--- config.mk ---
export PLATFORM = sky130hd
export DESIGN_NAME = forward_scoreboard
export DESIGN_NICKNAME = d
export VERILOG_FILES = /design/src/rtl/forward_scoreboard.sv
export SDC_FILE = /design/constraint.sdc
export NUM_CORES = 1
export LEC_CHECK = 0
export BUFFER_PORTS_ARGS = -buffer_cell sky130_fd_sc_hd__buf_4
export CAP_MARGIN = 20
export CORE_ASPECT_RATIO = 0.7
export CORE_MARGIN = 1
export CORE_UTILIZATION = 41
export DETAILED_ROUTE_END_ITERATION = 12
export PLACE_DENSITY = 0.69
export SLEW_MARGIN = 20
export SYNTH_ARGS = -nofsm -noshare
export SYNTH_HDL_FRONTEND = slang
export SYNTH_SLANG_ARGS = --single-unit
--- constraint.sdc ---
create_clock -name clk -period 6.15 [get_ports clk]
set_input_delay 0.3075 -clock clk [delete_from_list [all_inputs] [get_ports clk]]
set_output_delay 0.3075 -clock clk [all_outputs]
set_load 0.05 [all_outputs]
--- src/rtl/forward_scoreboard.sv ---
// Operand-forwarding scoreboard. It tracks the register writers that are in flight behind ID and
// produces per-operand forward selects plus a load-use / multi-cycle hazard stall.
module forward_scoreboard #(
  parameter int unsigned NUM_SRC = 2,
  parameter int unsigned DEPTH   = 3,
  parameter int unsigned REG_AW  = 5,
  parameter int unsigned CNT_W   = 32,
  localparam int unsigned SW     = $clog2(DEPTH + 1)
) (
  input  logic                      clk,
  input  logic                      rst,
  input  logic                      id_valid,
  input  logic [NUM_SRC*REG_AW-1:0] id_rs_addr,
  input  logic [NUM_SRC-1:0]        id_rs_used,
  input  logic [REG_AW-1:0]         id_rd_addr,
  input  logic                      id_rd_wen,
  input  logic [SW-1:0]             id_rdy_stage,
  input  logic                      ext_stall,
  input  logic [DEPTH-1:0]          flush_mask,
  output logic [NUM_SRC*SW-1:0]     fwd_sel,
  output logic                      hazard_stall,
  output logic [CNT_W-1:0]          stall_cycles
);

  logic [DEPTH-1:0]  e_valid;
  logic [DEPTH-1:0]  e_wen;
  logic [REG_AW-1:0] e_rd  [DEPTH];
  logic [SW-1:0]     e_rdy [DEPTH];

  logic [NUM_SRC*SW-1:0] sel_c;
  logic                  stall_c;
  logic [REG_AW-1:0]     rs;
  logic                  hit;
  logic [SW-1:0]         ksel;
  logic [SW-1:0]         need;

  // The stage scan runs oldest to youngest so the youngest hit overwrites and wins.
  always_comb begin
    sel_c   = '0;
    stall_c = 1'b0;
    rs      = '0;
    hit     = 1'b0;
    ksel    = '0;
    need    = '0;
    for (int unsigned i = 0; i < NUM_SRC; i++) begin
      rs   = id_rs_addr[i*REG_AW +: REG_AW];
      hit  = 1'b0;
      ksel = '0;
      need = '0;
      for (int unsigned k = DEPTH; k > 0; k--) begin
        if (id_valid && id_rs_used[i] && e_valid[k-1] && e_wen[k-1] &&
            (e_rd[k-1] != '0) && (e_rd[k-1] == rs)) begin
          hit  = 1'b1;
          ksel = SW'(k);
          need = e_rdy[k-1];
        end
      end
      sel_c[i*SW +: SW] = ksel;
      if (hit && (ksel < need))
        stall_c = 1'b1;
    end
  end

  assign fwd_sel      = sel_c;
  assign hazard_stall = stall_c;

  // A flush bit kills the entry that occupied that stage before the edge, whether it moves or holds.
  always_ff @(posedge clk) begin
    if (rst) begin
      e_valid      <= '0;
      stall_cycles <= '0;
    end else if (!ext_stall) begin
      for (int unsigned k = 1; k < DEPTH; k++) begin
        e_valid[k] <= e_valid[k-1] & ~flush_mask[k-1];
        e_wen[k]   <= e_wen[k-1];
        e_rd[k]    <= e_rd[k-1];
        e_rdy[k]   <= e_rdy[k-1];
      end
      e_valid[0] <= id_valid & ~stall_c & ~flush_mask[0];
      e_wen[0]   <= id_rd_wen;
      e_rd[0]    <= id_rd_addr;
      e_rdy[0]   <= id_rdy_stage;
      if (stall_c && (stall_cycles != '1))
        stall_cycles <= stall_cycles + CNT_W'(1);
    end else begin
      e_valid <= e_valid & ~flush_mask;
    end
  end

endmodule

# Word level (Yosys, flattened, before mapping)
# Memories as Yosys holds them, arrays and structs flattened.
# Cells that the tools add are included.
[classes]
addsub = 1
magnitude_cmp = 2
n_eq_ne = 7
muxes = 24
n_bitwise = 11
reduce_logical = 34
[ops]
columns = ["op", "n"]
rows = [
  ["adder 32 x 1 -> 32 bit, second input constant", 1],
  ["inequality test 32 bit, second input constant", 1],
  ["== test 5 bit", 6],
  ["logical AND 1 bit", 29],
  ["2-to-1 mux 2 bit", 12],
  ["nonzero test 5 bit", 3],
  ["2-to-1 mux 1 bit", 11],
  ["NOT 1 bit", 5],
  ["AND 1 bit", 4],
  ["less-than comparator 2 bit", 2],
  ["AND reduction 2 bit", 2],
  ["AND 3 bit", 1],
  ["2-to-1 mux 3 bit", 1],
  ["NOT 3 bit", 1],
]
[word_totals]
ff_bits = 38
mem_bits_rw = 21
input_bits = 27
output_inout_bits = 37
wordCells = 84
mem_count = 2
[memory_table]
columns = ["name", "depth", "word_bits", "read_ports", "rd_ports_with_merged_regs", "wr", "line", "text"]
rows = [
  ["e_rd", 3, 5, 3, 0, 3, "27", "logic [REG_AW-1:0] e_rd [DEPTH];"],
  ["e_rdy", 3, 2, 3, 0, 3, "28", "logic [SW-1:0] e_rdy [DEPTH];"],
]

# Logic depth before layout (Yosys ltp)
[depth]
word_depth = 16
depth_mapped = 16
ltp_nobuf = 14

# Worst setup path before layout
# No wires, ideal clock.
[synth_timing]
kind = "register to register"
from = "mem e_rd[0][1]"
to = "reg stall_cycles[20]"
arrival_ns = 4.372
slack_ns = 1.655
stages_incl_launch_ff = 13
path_buffers = 1
period_less_slack_ns = 4.495
path_cell_list = "edfxtp_1 -> or4_1 -> o211ai_2 -> or4_1 -> a21boi_0 -> ha_1 -> nor2b_1 -> a311o_1 -> a21oi_4 -> o21ai_2 -> buf_2 -> nor4_1 -> mux2_1"
[synth_lines]
columns = ["item", "line", "text"]
rows = [
  ["start, declared", "27", ""],
  ["end signal, assigned", "84", "stall_cycles <= stall_cycles + CNT_W'(1);"],
  ["end, declared", "22", "output logic [CNT_W-1:0] stall_cycles"],
]

==> results by group <==
Timing
  – Slew of the pin with the lowest slew margin: 0.764 ns
  – Setup tns final: 0 ns
  – Final max-slew violation count: 0
  – Clock Skew: 0.00803 ns
  – Setup violators final: 0
  – Minimum clock period: 4.20 ns
  – Setup slack after layout: 1.95 ns
  – Max-slew headroom: 48.3%
  – Final Hold Violating Endpoints: 0
  – RSZ-0062 raised after global routing: false
  – Tcrit/Tclk final: 68.3%
  – Fmax: 238 MHz

Run
  – Max-cap viol count: 0

Logic synthesis
  – Syn_nets: 341
  – Synth async-reset ratio: 0%
  – Post-synthesis sequential area ratio: 46.4%
  – Post-synth top flop: dfxtp_1
  – Yosys synthesis warning count: 0
  – Cell variety after synth: 48
  – Area of the mapped netlist: 3000 sq um
  – Synth Register Bits: 58
  – Syn Area/Cell: 9.64 sq um
  – Number of flops mapped to enable cells by yosys: 23
  – Mapped Cells: 311

Clocking
  – Hold buffers post-CTS: 0
  – Post-CTS sizing: 0
  – Clk_lat worst skew: 0.34 ns
  – CTS tree: built
  – Sink Count: 58
  – Clk buf depth: 2
  – CTS clk-pin slew, worst paths: 0.07 ns
  – TritonCTS Buffers: 9
  – Setup Buffers After CTS: 0
  – Root buffer cell: clkbuf_8
  – # H-tree levels: 3

Die
  – Core Box Area: 6910 sq um
  – Die area: 7670 sq um
  – IO Count: 64
  – Die width: 104 um
  – Die height: 73.6 um
  – Starting Density: 43.4%
  – Site Rows: 25

Placed design
  – Pre-CTS WS: 1.97 ns
  – GP Congestion: 0.840
  – Final HPWL DP: 5460 um
  – PortBufs: 63
  – Placement Cell Area: 3550 sq um

Final layout
  – Ant. Diodes: 0
  – Filler cells: 631
  – Area Growth Syn to Fin: 24.6%
  – Final Core Density: 54.1%
  – Final #Nets: 403
  – Share of layout cells above drive strength 1: 23.8%
  – Post-route cell area: 3740 sq um

Global routing
  – Vias in the first global route: 2,290
  – Largest net degree at the start of global routing: 42
  – First-pass GRT wire length: 11,700 um
  – Initial antenna violation count: 0
  – GRT overflow: 0
  – GRT Resource Usage Total: 20.3%

Critical path
  – Worst setup SP type: flop
  – Crit-path max FO: 12
  – Endpoint class of the critical path: flop
  – Worst R2R Setup Slack: 1.95 ns
  – WP data required: 6.42 ns
  – Setup CP Type: reg2reg
  – Crit path DAT: 4.47 ns

Routing
  – Routed wire per std cell: 15.6 um
  – Final wirelength: 7370 um
  – Initial DRT Pass Iterations: 4
  – # DRC: 0
  – Routed via count: 2,614
  – DR iter-0 viols: 123
  – Detail Route Antenna Nets: 0
  – Vias per cell: 5.54

Power
  – Cell Pwr Density: 214 nW/um^2
  – Power after layout: 0.800 mW
  – P_leak: 1.32 nW
  – Worst VDD drop: 0.129 mV

Status
  – Status: finished, final reports clean

Hold path
  – Hold Crit Class: in2reg
[synthesized netlist by cell type (all sizes together), types with 7 or more instances]
library cell,n,area (sq um)
dfxtp,35,701
or4,14,105
nor2,9,33.8
inv,9,33.8
o21ai,24,124
clkbuf,8,31.3
xor2,13,114
nand2,19,71.3
nand4,9,56.3
a21oi,32,183
edfxtp,23,691
or3,21,131
o31ai,9,67.6
and3,7,43.8
nand3,13,65.1
xnor2,18,158
[worst paths after layout]
check | to | from | cells past startpoint
min | e_rdy[0][1] | id_rdy_stage[1] | 1
max reg2reg | stall_cycles[25] | e_rd[0][9] | 15
max | stall_cycles[25] | e_rd[0][9] | 15
min reg2reg | e_rdy[0][2] | e_rdy[0][0] | 0
[where the power goes]
group / switching [mW] / internal, mW / leakage [nW]
sequential: 0.00698 / 0.408 / 0.498
combinational: 0.0242 / 0.0234 / 0.730
clock: 0.153 / 0.184 / 0.0958
total: 0.185 / 0.615 / 1.32
[area by class of cell]
| type | instances | area [sq um] | area share (%) |
|---|---|---|---|
| clock buffer | 10 | 128 | 3.41 |
| clock inverter | 6 | 57.6 | 1.54 |
| inverter | 9 | 33.8 | 0.904 |
| multi-input combinational | 230 | 1520 | 40.7 |
| sequential | 58 | 1390 | 37.2 |
| tap | 94 | 118 | 3.15 |
| timing repair buffer | 65 | 488 | 13.1 |
[stage by stage]
| step | cells | hold slack [ns] |
|---|---|---|
| floorplan | 311 | 0.387 |
| finish | 472 | 0.139 |
| CTS | 472 | 0.125 |
| detailed placement | 456 | 0.413 |
| global placement | 455 | 0.405 |
| global route | 472 | 0.125 |
[cells in the final DEF (no fill, tap or decap), types with 2 or more instances in the layout]
| cell type | synthesis | final |
|---|---|---|
| buf_4 | 1 | 65 |
| dfxtp_1 | 35 | 35 |
| a21oi_1 | 30 | 30 |
| edfxtp_1 | 23 | 23 |
| or3_1 | 21 | 21 |
| nand2_1 | 19 | 19 |
| o21ai_1 | 19 | 19 |
| xnor2_1 | 18 | 18 |
| or4_1 | 14 | 14 |
| xor2_1 | 13 | 13 |
| nand3_1 | 13 | 13 |
| nand4_1 | 9 | 9 |
| inv_1 | 9 | 9 |
| o31ai_1 | 9 | 9 |
| clkbuf_8 | 0 | 9 |
| nor2_1 | 9 | 8 |
| and3_1 | 7 | 7 |
| and2_1 | 4 | 4 |
| nor4_1 | 4 | 4 |
| o21ai_0 | 4 | 4 |
| clkinv_2 | 0 | 4 |
| or3b_2 | 3 | 3 |
| mux2i_1 | 3 | 3 |
| ha_1 | 3 | 3 |
| a21boi_0 | 2 | 2 |
| nor4b_1 | 2 | 2 |
| a21o_1 | 2 | 2 |
| a21oi_4 | 2 | 2 |
| nor2b_1 | 2 | 2 |
| nor3_1 | 2 | 2 |
[critical path: stages, from the launching register on]
cell and delay, ns:
edfxtp_1 0.45, or3_1 0.40, o311a_1 0.30, nand4_1 0.15, inv_1 0.07, or3b_2 0.46, o21ai_0 0.08, mux2i_1 0.10
ha_1 0.30, nor2b_1 0.14, a311o_1 0.31, a21oi_4 0.19, o2111ai_1 0.33, buf_4 0.30, or4_1 0.40, a21oi_1 0.15
[flip-flops by register name, indices dropped and copies added (netlist names)]
register,cells
e_rd,15
e_rdy,5
e_valid,3
e_wen,3
stall_cycles,32
[metal layers]
layer,part of all wire [%],track usage [%],vias up
met3,8.2,5.59,7
met4,0.86,7.62,0
met5,0,0,-
li1,-,-,1298
met1,49,29.5,1225
met2,42,28.6,84
[logic make-up after synthesis]
logic type,Yosys count,synth area share [%]
simple gates,114,22.2
compound gates,78,16.6
flops,58,46.4
xor+xnor,31,9.05
buf+inv,23,3.13
mux,4,1.38
fa+ha+maj,3,1.25
Power figures use the tool's default switching activity.
